## src/rtl/mem_port_arbiter_pkg.sv

```systemverilog
// rtl/mem_port_arbiter_pkg.sv - shared types for the core memory port arbiter
//
// Purpose: enums shared by the memory-side blocks of the multi-cycle core.
//   mem_op_t    : kind of memory access the core control FSM issues
//   mem_src_t   : which unit originated an access
//   arb_state_t : memory port arbiter sequencing states
//   mem_owner_t : requester currently holding the memory port
// Ports: none (package).
package mem_port_arbiter_pkg;

  typedef enum logic [1:0] {
    MEM_OP_FETCH = 2'd0,
    MEM_OP_LOAD  = 2'd1,
    MEM_OP_STORE = 2'd2
  } mem_op_t;

  typedef enum logic {
    SRC_CORE = 1'b0,
    SRC_AUX  = 1'b1
  } mem_src_t;

  typedef enum logic [1:0] {
    ARB_IDLE  = 2'd0,
    ARB_ISSUE = 2'd1,
    ARB_WAIT  = 2'd2
  } arb_state_t;

  typedef enum logic {
    OWN_CORE = 1'b0,
    OWN_AUX  = 1'b1
  } mem_owner_t;

  // Wide enough for the full legal MAX_STARVE range (1..15).
  localparam int STARVE_W = 4;

endpackage

```

## src/rtl/mem_port_arbiter.sv

```systemverilog
// rtl/mem_port_arbiter.sv - single-port memory arbiter for core and aux requesters
//
// Purpose: shares one req/gnt/rvalid memory port between the core and an
// auxiliary requester, one outstanding transaction at a time. Core has
// priority; the aux requester is forced through after MAX_STARVE consecutive
// core grants made while it was waiting.
// Ports:
//   clk, rst                       clock, synchronous active-high reset
//   c_req/c_we/c_addr/c_wdata/c_be core request (held until c_done)
//   c_done, c_rdata                core completion pulse and read data
//   a_*                            same set for the aux requester
//   m_req/m_we/m_addr/m_wdata/m_be memory request side
//   m_gnt, m_rvalid, m_rdata       memory accept, response, read data
module mem_port_arbiter
  import mem_port_arbiter_pkg::*;
#(
  parameter int ADDR_W     = 32,
  parameter int DATA_W     = 32,
  parameter int MAX_STARVE = 4
) (
  input  logic                clk,
  input  logic                rst,
  input  logic                c_req,
  input  logic                c_we,
  input  logic [ADDR_W-1:0]   c_addr,
  input  logic [DATA_W-1:0]   c_wdata,
  input  logic [DATA_W/8-1:0] c_be,
  output logic                c_done,
  output logic [DATA_W-1:0]   c_rdata,
  input  logic                a_req,
  input  logic                a_we,
  input  logic [ADDR_W-1:0]   a_addr,
  input  logic [DATA_W-1:0]   a_wdata,
  input  logic [DATA_W/8-1:0] a_be,
  output logic                a_done,
  output logic [DATA_W-1:0]   a_rdata,
  output logic                m_req,
  output logic                m_we,
  output logic [ADDR_W-1:0]   m_addr,
  output logic [DATA_W-1:0]   m_wdata,
  output logic [DATA_W/8-1:0] m_be,
  input  logic                m_gnt,
  input  logic                m_rvalid,
  input  logic [DATA_W-1:0]   m_rdata
);

  localparam logic [STARVE_W-1:0] STARVE_MAX = STARVE_W'(MAX_STARVE);

  arb_state_t          state, next_state;
  mem_owner_t          owner;
  logic [STARVE_W-1:0] starve_cnt;
  logic                grant;
  logic                grant_aux;

  logic                lat_we;
  logic [ADDR_W-1:0]   lat_addr;
  logic [DATA_W-1:0]   lat_wdata;
  logic [DATA_W/8-1:0] lat_be;

  always_ff @(posedge clk) begin
    if (rst) begin
      state <= ARB_IDLE;
    end else begin
      state <= next_state;
    end
  end

  always_comb begin
    next_state = state;
    grant      = 1'b0;
    grant_aux  = 1'b0;
    m_req      = 1'b0;
    c_done     = 1'b0;
    a_done     = 1'b0;
    case (state)
      ARB_IDLE: begin
        if (c_req || a_req) begin
          grant      = 1'b1;
          // Core wins ties unless aux has been passed over MAX_STARVE times.
          grant_aux  = a_req && (!c_req || (starve_cnt == STARVE_MAX));
          next_state = ARB_ISSUE;
        end
      end
      ARB_ISSUE: begin
        m_req = 1'b1;
        if (m_gnt) begin
          next_state = ARB_WAIT;
        end
      end
      ARB_WAIT: begin
        // Responses are only honoured here; a stray m_rvalid elsewhere
        // (including one left over from before a reset) is dropped.
        if (m_rvalid) begin
          c_done     = (owner == OWN_CORE);
          a_done     = (owner == OWN_AUX);
          next_state = ARB_IDLE;
        end
      end
      default: begin
        next_state = ARB_IDLE;
      end
    endcase
  end

  // Request latch and owner: captured only on a grant, so requester changes
  // during ISSUE/WAIT never reach the memory bus.
  always_ff @(posedge clk) begin
    if (rst) begin
      owner     <= OWN_CORE;
      lat_we    <= 1'b0;
      lat_addr  <= '0;
      lat_wdata <= '0;
      lat_be    <= '0;
    end else if (grant) begin
      owner     <= grant_aux ? OWN_AUX : OWN_CORE;
      lat_we    <= grant_aux ? a_we    : c_we;
      lat_addr  <= grant_aux ? a_addr  : c_addr;
      lat_wdata <= grant_aux ? a_wdata : c_wdata;
      lat_be    <= grant_aux ? a_be    : c_be;
    end
  end

  // Counts core grants that bypassed a waiting aux request; saturates so the
  // forced aux grant fires exactly once the limit is reached.
  always_ff @(posedge clk) begin
    if (rst) begin
      starve_cnt <= '0;
    end else if (state == ARB_IDLE) begin
      if (!a_req || grant_aux) begin
        starve_cnt <= '0;
      end else if (grant && (starve_cnt != STARVE_MAX)) begin
        starve_cnt <= starve_cnt + 1'b1;
      end
    end
  end

  assign m_we    = lat_we;
  assign m_addr  = lat_addr;
  assign m_wdata = lat_wdata;
  assign m_be    = lat_be;

  assign c_rdata = m_rdata;
  assign a_rdata = m_rdata;

endmodule

```

## config.mk

```make
export PLATFORM = sky130hd
export DESIGN_NAME = mem_port_arbiter
export DESIGN_NICKNAME = d
export VERILOG_FILES = /design/src/rtl/mem_port_arbiter_pkg.sv /design/src/rtl/mem_port_arbiter.sv
export SDC_FILE = /design/constraint.sdc
export NUM_CORES = 1
export LEC_CHECK = 0
export CAP_MARGIN = 10
export CORE_ASPECT_RATIO = 0.75
export CORE_MARGIN = 8
export CORE_UTILIZATION = 39
export CTS_BUF_LIST = sky130_fd_sc_hd__clkbuf_2 sky130_fd_sc_hd__clkbuf_4 sky130_fd_sc_hd__clkbuf_8
export CTS_CLUSTER_DIAMETER = 120
export CTS_CLUSTER_SIZE = 28
export DETAILED_ROUTE_END_ITERATION = 6
export PLACE_DENSITY = 0.93
export SYNTH_ARGS = -nofsm -noshare
export SYNTH_HDL_FRONTEND = slang
export SYNTH_SLANG_ARGS = --single-unit
export TNS_END_PERCENT = 100
```

## constraint.sdc

```tcl
create_clock -name clk -period 5 [get_ports clk]
set_clock_uncertainty 0.05 [all_clocks]
set_input_delay 1 -clock clk [delete_from_list [all_inputs] [get_ports clk]]
set_output_delay 1 -clock clk [all_outputs]
set_load 0.03 [all_outputs]
```

# Yosys cells after proc, flatten, opt, wreduce, memory -nomap -nowiden
# Index checks and enable logic that the tools add are counted.
# word_totals
reg_bits	76
output_inout_bits	136
elab_cells	47
# op_classes
n_addsub	1
eq_ne	7
n_mux	20
bitwise_logic	1
n_reduce_logical	11
# op_table
op	count
2-to-1 mux 32 bit	2
2-to-1 mux 4 bit	3
2-to-1 mux 1 bit	11
2-to-1 mux 2 bit	3
!= test 2 bit (second input constant)	3
case mux 2 bit (3 select lines)	1
adder 4 x 1 -> 4 bit (second input constant)	1
== test 4 x 3 -> 1 bit (second input constant)	1
!= test 4 x 3 -> 1 bit (second input constant)	1
logical OR 1 bit	3
AND reduction 3 bit	1
== test 2 x 1 -> 1 bit (second input constant)	1
== test 2 bit (second input constant)	1
logical AND 1 bit	2
zero test 1 bit	2
zero test 2 bit	1
AND reduction 2 bit	1
nonzero test 2 bit	1
NOT 1 bit	1

# Longest topological paths before layout
# Gate-level depths: netlist of the first run.
# depth
word_depth	8
ltp_mapped	9

# Least setup slack after synthesis of the first run
# Ideal clock, no wire load.
# synth_path
kind	input to output
startpoint	input m_rvalid
endpoint	output a_done
arrival_time_ns	1.792
path_slack_ns	2.158
path_stages	2
path_cell_list	nand2_1 nor3b_1
# synth_between
elab_chain_cells	2
# synth_lines
element	line	rtl
start, declared	mem_port_arbiter.sv:43	input logic m_rvalid,
2-to-1 mux 1 bit	mem_port_arbiter.sv:93	if (m_rvalid) begin
2-to-1 mux 1 bit	mem_port_arbiter.sv:75	case (state)
end, declared	mem_port_arbiter.sv:35	output logic a_done,
# Every way passes these cells.

# Worst setup path after layout of the first run
# Same ends and word-level chain as after synthesis.

==> results.yml, run 1 <==
sta:
  maxSlewViolCount: 0
  min_period_ns: 3.48
  final.setup.tns_ns: 0
  finalSetupViolCount: 0
  slew_headroom: 0.393
  fin_crit_sh: 0.697
  rsz0062_at_grt: "no"
  worst_pin_slew_ns: 0.910
  holdWs_ns: 0.441
  hold_viol: 0
  max_freq_mhz: 287
place:
  dp_hpwl_um: 11200
  place_area_um2: 6170
  port_buffers: 215
  gp_congestion: 0.815
yosys:
  syn_area_um2: 4510
  ys_warn_count: 0
  synth_seq_area_share: 0.337
  synth_nets: 767
  synth_top_area_frac: 0.337
  async_flop_share: 0
  syn_inst: 589
  synthTopCellsByArea: "dfxtp_1, o22a_1, nor2_1"
  ys_seq_elements: 76
  avgSynthCellArea_um2: 7.66
  yosys.area.top_type: "dfxtp_1"
  synth_edf_count: 0
  synth_cell_types: 28
  synth_ff_type: "dfxtp_1"
hold_path:
  hold_class: "register to register"
  hp-start: "starve_cnt[0]"
run_status:
  status: "finished clean"
grt:
  antenna_found_initial: 0
  grt_usage: 0.200
  grt_max_degree: 70
  grt_pass1_vias: 4689
  grt_pass1_wl_um: 24900
  grt_overflow_total: 0
clocking:
  path_clk_slew_ns: 0.07
  clk_latency_ns: 0.35
  cts_tree: "yes"
  cts-resized-gates: 0
  root_buffer: "clkbuf_8"
  clkSinkCount: 76
  clk_path_buf_depth: 2
  cts_hold_buf: 0
  cts_buffers: 9
  htreeDepth: 3
  post_cts_buffers: 0
power_and_ir_drop:
  p_total_uw: 1830
  ir_worst_vdd_uv: 157
  p_leak_uw: 0.00226
  power_density_nw_per_um2: 289
final_layout:
  drive_gt1_frac: 0.0398
  mostFrequentLayoutCells: "clkdlybuf4s50_1, nor2_1, dfxtp_1"
  post-route-cell-area_um2: 6350
  final_net_count: 878
  diodes: 0
  utilization: 0.555
  synthToLayoutAreaGrowth_pct: 40.8
  layout_commonest_cell: "clkdlybuf4s50_1"
  n_fill_cell: 1038
critical_path:
  crit_path_start_kind: "primary input"
  cp.required_ns: 3.95
  path_delay_family: "buffers and inverters"
  r2r-start: "state[0]"
  cp_cell_sequence: "clkdlybuf4s50_1 > nand2_1 > nor3b_1 > clkdlybuf4s50_1"
  end_kind: "primary output"
  cpPeakStageDelay_ns: 0.70
  cpMaxStageDelayCell: "clkdlybuf4s50_1"
  path_buf_inv: 2
  cp_common_cell: "clkdlybuf4s50_1"
  critPathKind: "primary input to primary output"
  cp-startpoint: "m_rvalid"
  worstPathMaxFanout: 2
  cp_data_arrival_time_ns: 2.43
routing:
  wl_per_cell_um: 18.7
  routed-wl-met3_um: 2040
  antenna_left: 0
  dr_wl_met2_um: 7240
  drc: 0
  vias_per_cell: 5.72
  routed.top_layer: "met4"
  drt_first_pass_iters: 5
  wl_um: 15900
  vias: 4843
  drt_iter0_drc: 329
  wl_met1_um: 6300
floorplan:
  dieWidth_um: 140
  fp.coreArea_um2: 11400
  die-area_um2: 15300
  die_y_um: 109
  start_util: 0.394
  row_count: 34
  boundaryPins: 312
job:
  maxCapViolations: 0
[per-stage QoR]
stage | cells | setup WS [ns]
2_1_floorplan | 589 | 2.16
3_3_place_gp | 833 | 1.53
3_5_place_dp | 833 | 1.45
4_1_cts | 847 | 1.52
5_1_grt | 847 | 1.44
6_report | 847 | 1.52
[state kept, by name, indices dropped and copies added, names as in the netlist]
name        count
m_addr         32
m_wdata        32
owner           1
state           2
m_be            4
m_we            1
starve_cnt      4
[per-layer routing]
layer / vias up / global-route usage
met5: - / 0
met2: 281 / 0.323
li1: 2331 / -
met3: 26 / 0.103
met1: 2205 / 0.229
met4: 0 / 0.0602
[cell usage after synthesis (2+ instances only)]
cell / instances
nand2_1: 7
buf_2: 20
nand2b_1: 2
a21oi_1: 4
nor2_1: 145
nand3_1: 6
buf_1: 5
buf_4: 67
inv_1: 3
o22a_1: 69
ha_1: 2
buf_6: 2
dfxtp_1: 76
nor3_1: 2
o22ai_1: 69
clkbuf_1: 28
nor4_1: 69
nand3b_1: 2
a31oi_1: 2
[cell type report]
type	instances	area, um^2	share of cell area
clock buffer	9	124	0.0195
clock inverter	5	55.1	0.00867
inverter	3	11.3	0.00177
multi-input combinational	388	2240	0.353
sequential	76	1520	0.240
tap	144	180	0.0284
timing repair buffer	222	2210	0.349
[worst min-delay path, cell delays in order (launching register included)]
cell,delay [ns]
dfxtp_1,0.34
nand2_1,0.06
a21oi_1,0.05
[power by group]
group	switching (uW)	internal (uW)	leakage, uW
sequential	37.7	672	0.000630
combinational	359	313	0.00154
clock	228	223	0.0000870
total	624	1210	0.00226
[path summary, 6_finish.rpt]
kind	end	slack (ns)	cells after the start
min	starve_cnt[0]	0.44	2
min reg2reg	starve_cnt[0]	0.44	2
max reg2reg	m_addr[2]	2.51	5
max	a_done	1.52	4
[kinds of logic after synthesis]
family	synth area share
AND/OR/NAND/NOR	0.248
AO/OA/AOI/OAI	0.241
buffers and inverters	0.169
flip-flops	0.337
adder cells (fa/ha/maj)	0.00555
Power figures use the tool's default switching activity.
==> inputs of run 2 (changes only) <==
--- a/config.mk
+++ b/config.mk
@@ -8,12 +8,12 @@
 export CAP_MARGIN = 10
 export CORE_ASPECT_RATIO = 0.75
 export CORE_MARGIN = 8
-export CORE_UTILIZATION = 39
+export CORE_UTILIZATION = 37
 export CTS_BUF_LIST = sky130_fd_sc_hd__clkbuf_2 sky130_fd_sc_hd__clkbuf_4 sky130_fd_sc_hd__clkbuf_8
 export CTS_CLUSTER_DIAMETER = 120
 export CTS_CLUSTER_SIZE = 28
 export DETAILED_ROUTE_END_ITERATION = 6
-export PLACE_DENSITY = 0.93
+export PLACE_DENSITY = 0.89
 export SYNTH_ARGS = -nofsm -noshare
 export SYNTH_HDL_FRONTEND = slang
 export SYNTH_SLANG_ARGS = --single-unit
==> constraint.sdc (replaced) <==
create_clock -name clk -period 3.3 [get_ports clk]
set_clock_uncertainty 0.05 [all_clocks]
set_input_delay 0.66 -clock clk [delete_from_list [all_inputs] [get_ports clk]]
set_output_delay 0.66 -clock clk [all_outputs]
set_load 0.03 [all_outputs]
==> run 2 against run 1 <==
  * Largest power group unchanged
  * Flip-flop and latch count did not move
  * Hold slack improved by 0.0046 ns
  * Sequential power rose by 51%
  * Core utilization fell by 1.9 points
  * Highest routed layer unchanged
==> results.yml, run 2 (synthesis gave the netlist of run 1 again) <==
run_status:
  status: "finished clean"
final_layout:
  drive_gt1_frac: 0.0453
  layout_commonest_cell: "clkdlybuf4s50_1"
  diodes: 0
  utilization: 0.536
  mostFrequentLayoutCells: "clkdlybuf4s50_1, nor2_1, dfxtp_1"
  final_net_count: 881
  n_fill_cell: 1120
  synthToLayoutAreaGrowth_pct: 43.6
hold_path:
  hold_class: "register to register"
power_and_ir_drop:
  p_leak_uw: 0.00231
  ir_worst_vdd_uv: 287
  power_density_nw_per_um2: 459
routing:
  vias: 4864
  drt_first_pass_iters: 4
  antenna_left: 0
  drt_iter0_drc: 318
  drc: 0
  wl_um: 16100
  vias_per_cell: 5.57
  wl_per_cell_um: 18.5
critical_path:
  crit_path_start_kind: "primary input"
  cp_common_cell: "clkdlybuf4s50_1"
  cp.required_ns: 2.59
  cpMaxStageDelayCell: "clkdlybuf4s50_1"
  end_kind: "primary output"
  cp_cell_sequence: "clkdlybuf4s50_1 > nand2_1 > nor3b_1 > clkdlybuf4s50_1"
  cpPeakStageDelay_ns: 0.72
  worstPathMaxFanout: 2
  cp_data_arrival_time_ns: 2.17
  critPathKind: "primary input to primary output"
place:
  dp_hpwl_um: 11200
  port_buffers: 215
  gp_congestion: 0.857
sta:
  final.setup.tns_ns: 0
  min_period_ns: 2.88
  fin_crit_sh: 0.874
  rsz0062_at_grt: "no"
  hold_viol: 0
  slew_headroom: 0.434
  max_freq_mhz: 347
  worst_pin_slew_ns: 0.849
  finalSetupViolCount: 0
  maxSlewViolCount: 0
clocking:
  cts_tree: "yes"
  cts-resized-gates: 0
  htreeDepth: 3
  path_clk_slew_ns: 0.07
  root_buffer: "clkbuf_8"
  clkSinkCount: 76
  cts_hold_buf: 0
  clk_path_buf_depth: 2
  cts_buffers: 9
  post_cts_buffers: 0
  clk_latency_ns: 0.35
floorplan:
  boundaryPins: 312
  row_count: 35
  die-area_um2: 16000
  fp.coreArea_um2: 12100
  start_util: 0.373
  die_y_um: 112
  dieWidth_um: 143
grt:
  grt_pass1_wl_um: 25200
  grt_overflow_total: 0
  grt_pass1_vias: 4719
  antenna_found_initial: 0
  grt_usage: 0.194
  grt_max_degree: 77
job:
  maxCapViolations: 0
-- run 2: cell types whose count changed in the layout (fill, tap and decap cells not counted) --
cell,previous run,this run
clkinv_2,2,0
buf_4,6,8
buf_12,1,2
clkbuf_4,0,1
clkinvlp_4,2,1
clkbuf_8,9,10
bufinv_16,1,3
-- run 2: metal layers --
layer	part of all wire	global-route usage	up-vias
met2	0.46	0.297	230
met3	0.11	0.0906	34
met4	0.025	0.0706	0
met1	0.41	0.232	2263
met5	0	0	-
li1	-	-	2337
-- run 2: critical path: cells and delay by family --
kind                   cells  cell delay (ns)
buffers and inverters      2             1.21
AND/OR/NAND/NOR            2             0.31
-- run 2: layout make-up --
type | count | area, um^2 | area share
Timing Repair Buffer | 225 | 2250 | 0.347
Sequential cell | 76 | 1520 | 0.235
Inverter | 3 | 11.3 | 0.00174
Multi-Input combinational cell | 388 | 2240 | 0.347
Tap cell | 166 | 208 | 0.0321
Clock inverter | 4 | 97.6 | 0.0151
Clock buffer | 11 | 145 | 0.0224
-- run 2: report_power, final --
group | switching, uW | internal (uW) | total (uW) | leakage [uW]
clock network | 350 | 528 | 878 | 0.000119
logic | 546 | 476 | 1020 | 0.00156
registers | 54.5 | 1020 | 1070 | 0.000630
-- run 2: final timing paths --
kind	from	end	slack, ns	depth (start not counted)
setup / recovery	m_rvalid	a_done	0.42	4
hold / removal	m_wdata[15]	m_wdata[15]	0.45	2
setup reg to reg	state[0]	m_wdata[23]	1.36	4
hold reg to reg	m_wdata[15]	m_wdata[15]	0.45	2
-- run 2: stage by stage --
step                hold slack [ns]  power, uW  setup WS, ns  area [um^2]  cells
floorplan                     0.412       1780          1.14         4510    589
global placement              0.427       2100         0.506         6230    858
detailed placement            0.438       2120         0.412         6230    858
CTS                           0.450       3000         0.398         6470    873
global route                  0.466       3110         0.361         6470    873
finish                        0.445       2970         0.416         6470    873
==> inputs of run 3 (changes only) <==
--- a/config.mk
+++ b/config.mk
@@ -6,14 +6,13 @@
 export NUM_CORES = 1
 export LEC_CHECK = 0
 export CAP_MARGIN = 10
-export CORE_ASPECT_RATIO = 0.75
-export CORE_MARGIN = 8
-export CORE_UTILIZATION = 37
+export CORE_AREA = 2 2 121 123
 export CTS_BUF_LIST = sky130_fd_sc_hd__clkbuf_2 sky130_fd_sc_hd__clkbuf_4 sky130_fd_sc_hd__clkbuf_8
 export CTS_CLUSTER_DIAMETER = 120
 export CTS_CLUSTER_SIZE = 28
 export DETAILED_ROUTE_END_ITERATION = 6
-export PLACE_DENSITY = 0.89
+export DIE_AREA = 0 0 123 125
+export PLACE_DENSITY = 0.79
 export SYNTH_ARGS = -nofsm -noshare
 export SYNTH_HDL_FRONTEND = slang
 export SYNTH_SLANG_ARGS = --single-unit
==> run 3 against run 2 <==
  * Clock power is 7.6% lower
  * Critical endpoint unchanged
  * Critical path type unchanged
  * Largest power group unchanged
  * Design area is 0.35% higher
  * Wire length is 8.2% lower
==> results.yml, run 3 (synthesis gave the netlist of run 1 again) <==
grt:
  grt_pass1_vias: 4415
  antenna_found_initial: 0
  grt_overflow_total: 0
  grt_max_degree: 70
  grt_pass1_wl_um: 22800
  grt_usage: 0.187
clocking:
  cts-resized-gates: 0
  cts_tree: "yes"
  post_cts_buffers: 0
  htreeDepth: 3
  clk_path_buf_depth: 2
  cts_hold_buf: 0
  cts_buffers: 9
  clkSinkCount: 76
  clk_latency_ns: 0.35
  root_buffer: "clkbuf_8"
  path_clk_slew_ns: 0.08
place:
  dp_hpwl_um: 10200
  port_buffers: 215
  gp_congestion: 0.813
  place_area_um2: 6280
routing:
  wl_met1_um: 6140
  routed.top_layer: "met4"
  vias_per_cell: 5.35
  dr_wl_met2_um: 6910
  antenna_left: 0
  drc: 0
  vias: 4789
  routed-wl-met3_um: 1300
  wl_um: 14800
  drt_iter0_drc: 373
  drt_first_pass_iters: 6
  wl_per_cell_um: 16.5
final_layout:
  synthToLayoutAreaGrowth_pct: 44.1
  mostFrequentLayoutCells: "clkdlybuf4s50_1, nor2_1, dfxtp_1"
  drive_gt1_frac: 0.0506
  diodes: 0
  post-route-cell-area_um2: 6500
  layout_commonest_cell: "clkdlybuf4s50_1"
  final_net_count: 884
critical_path:
  end_kind: "primary output"
  worstPathMaxFanout: 2
  cp.required_ns: 2.59
  critPathKind: "primary input to primary output"
  cp_data_arrival_time_ns: 2.11
  crit_path_start_kind: "primary input"
sta:
  worst_pin_slew_ns: 0.713
  finalSetupViolCount: 0
  min_period_ns: 2.82
  fin_crit_sh: 0.854
  rsz0062_at_grt: "no"
  hold_viol: 0
  final.setup.tns_ns: 0
  slew_headroom: 0.525
  max_freq_mhz: 355
  maxSlewViolCount: 0
floorplan:
  boundaryPins: 312
  dieWidth_um: 123
  die-area_um2: 15400
  row_count: 44
  fp.coreArea_um2: 14200
  die_y_um: 125
  start_util: 0.317
power_and_ir_drop:
  ir_worst_vdd_uv: 149
  power_frac_clock: 0.279
  swShare: 0.329
  p_int_uw: 1950
  power_density_nw_per_um2: 447
  seqPwrFrac: 0.368
  p_total_uw: 2900
  power_switching_uw: 955
  combPwrFrac: 0.352
  p_leak_uw: 0.00232
run_status:
  status: "finished clean"
job:
  maxCapViolations: 0
hold_path:
  hold_class: "register to register"
[run 3: cell types whose count changed in the layout (fill, tap and decap cells not counted), sizes merged]
cell / delta
clkinv: +3
bufinv: -1
clkinvlp: -1
buf: +3
[run 3: area by class of cell]
cell class / instances / area [um^2]
Clock inverter: 5 / 75.1
Timing Repair Buffer: 228 / 2270
Fill cell: 1403 / 7710
Tap cell: 184 / 230
Multi-Input combinational cell: 388 / 2240
Clock buffer: 11 / 145
Sequential cell: 76 / 1520
Inverter: 3 / 11.3
[run 3: final timing paths]
check | end | from | cells after the start | slack (ns)
max | a_done | m_rvalid | 4 | 0.48
min | starve_cnt[1] | starve_cnt[1] | 2 | 0.44
max reg2reg | m_we | state[0] | 5 | 0.96
min reg2reg | starve_cnt[1] | starve_cnt[1] | 2 | 0.44
[run 3: per-stage QoR]
step	hold WS (ns)	setup WS, ns	cells	utilization
floorplan	0.412	1.14	589	-
global placement	0.429	0.516	879	0.442
detailed placement	0.435	0.471	879	0.442
CTS	0.446	0.469	895	0.457
global route	0.471	0.394	895	0.457
finish	0.444	0.481	895	0.457
[run 3: worst max-delay path: stages]
cell             delay (ns)
clkdlybuf4s50_1        0.48
nand2_1                0.08
nor3b_1                0.20
clkdlybuf4s50_1        0.70
[run 3: routing by layer]
layer  track usage  up-vias
met5             0        -
met4        0.0889        0
met3        0.0424       43
met2         0.309      211
met1         0.228     2195
li1              -     2340
[run 3: power by group through the flow]
stage               Clock, uW  Combinational (uW)  Sequential (uW)
floorplan                   0                 502             1280
global placement            0                1020             1090
detailed placement          0                1030             1090
CTS                       841                1030             1070
global route              873                1100             1080
finish                    811                1020             1070
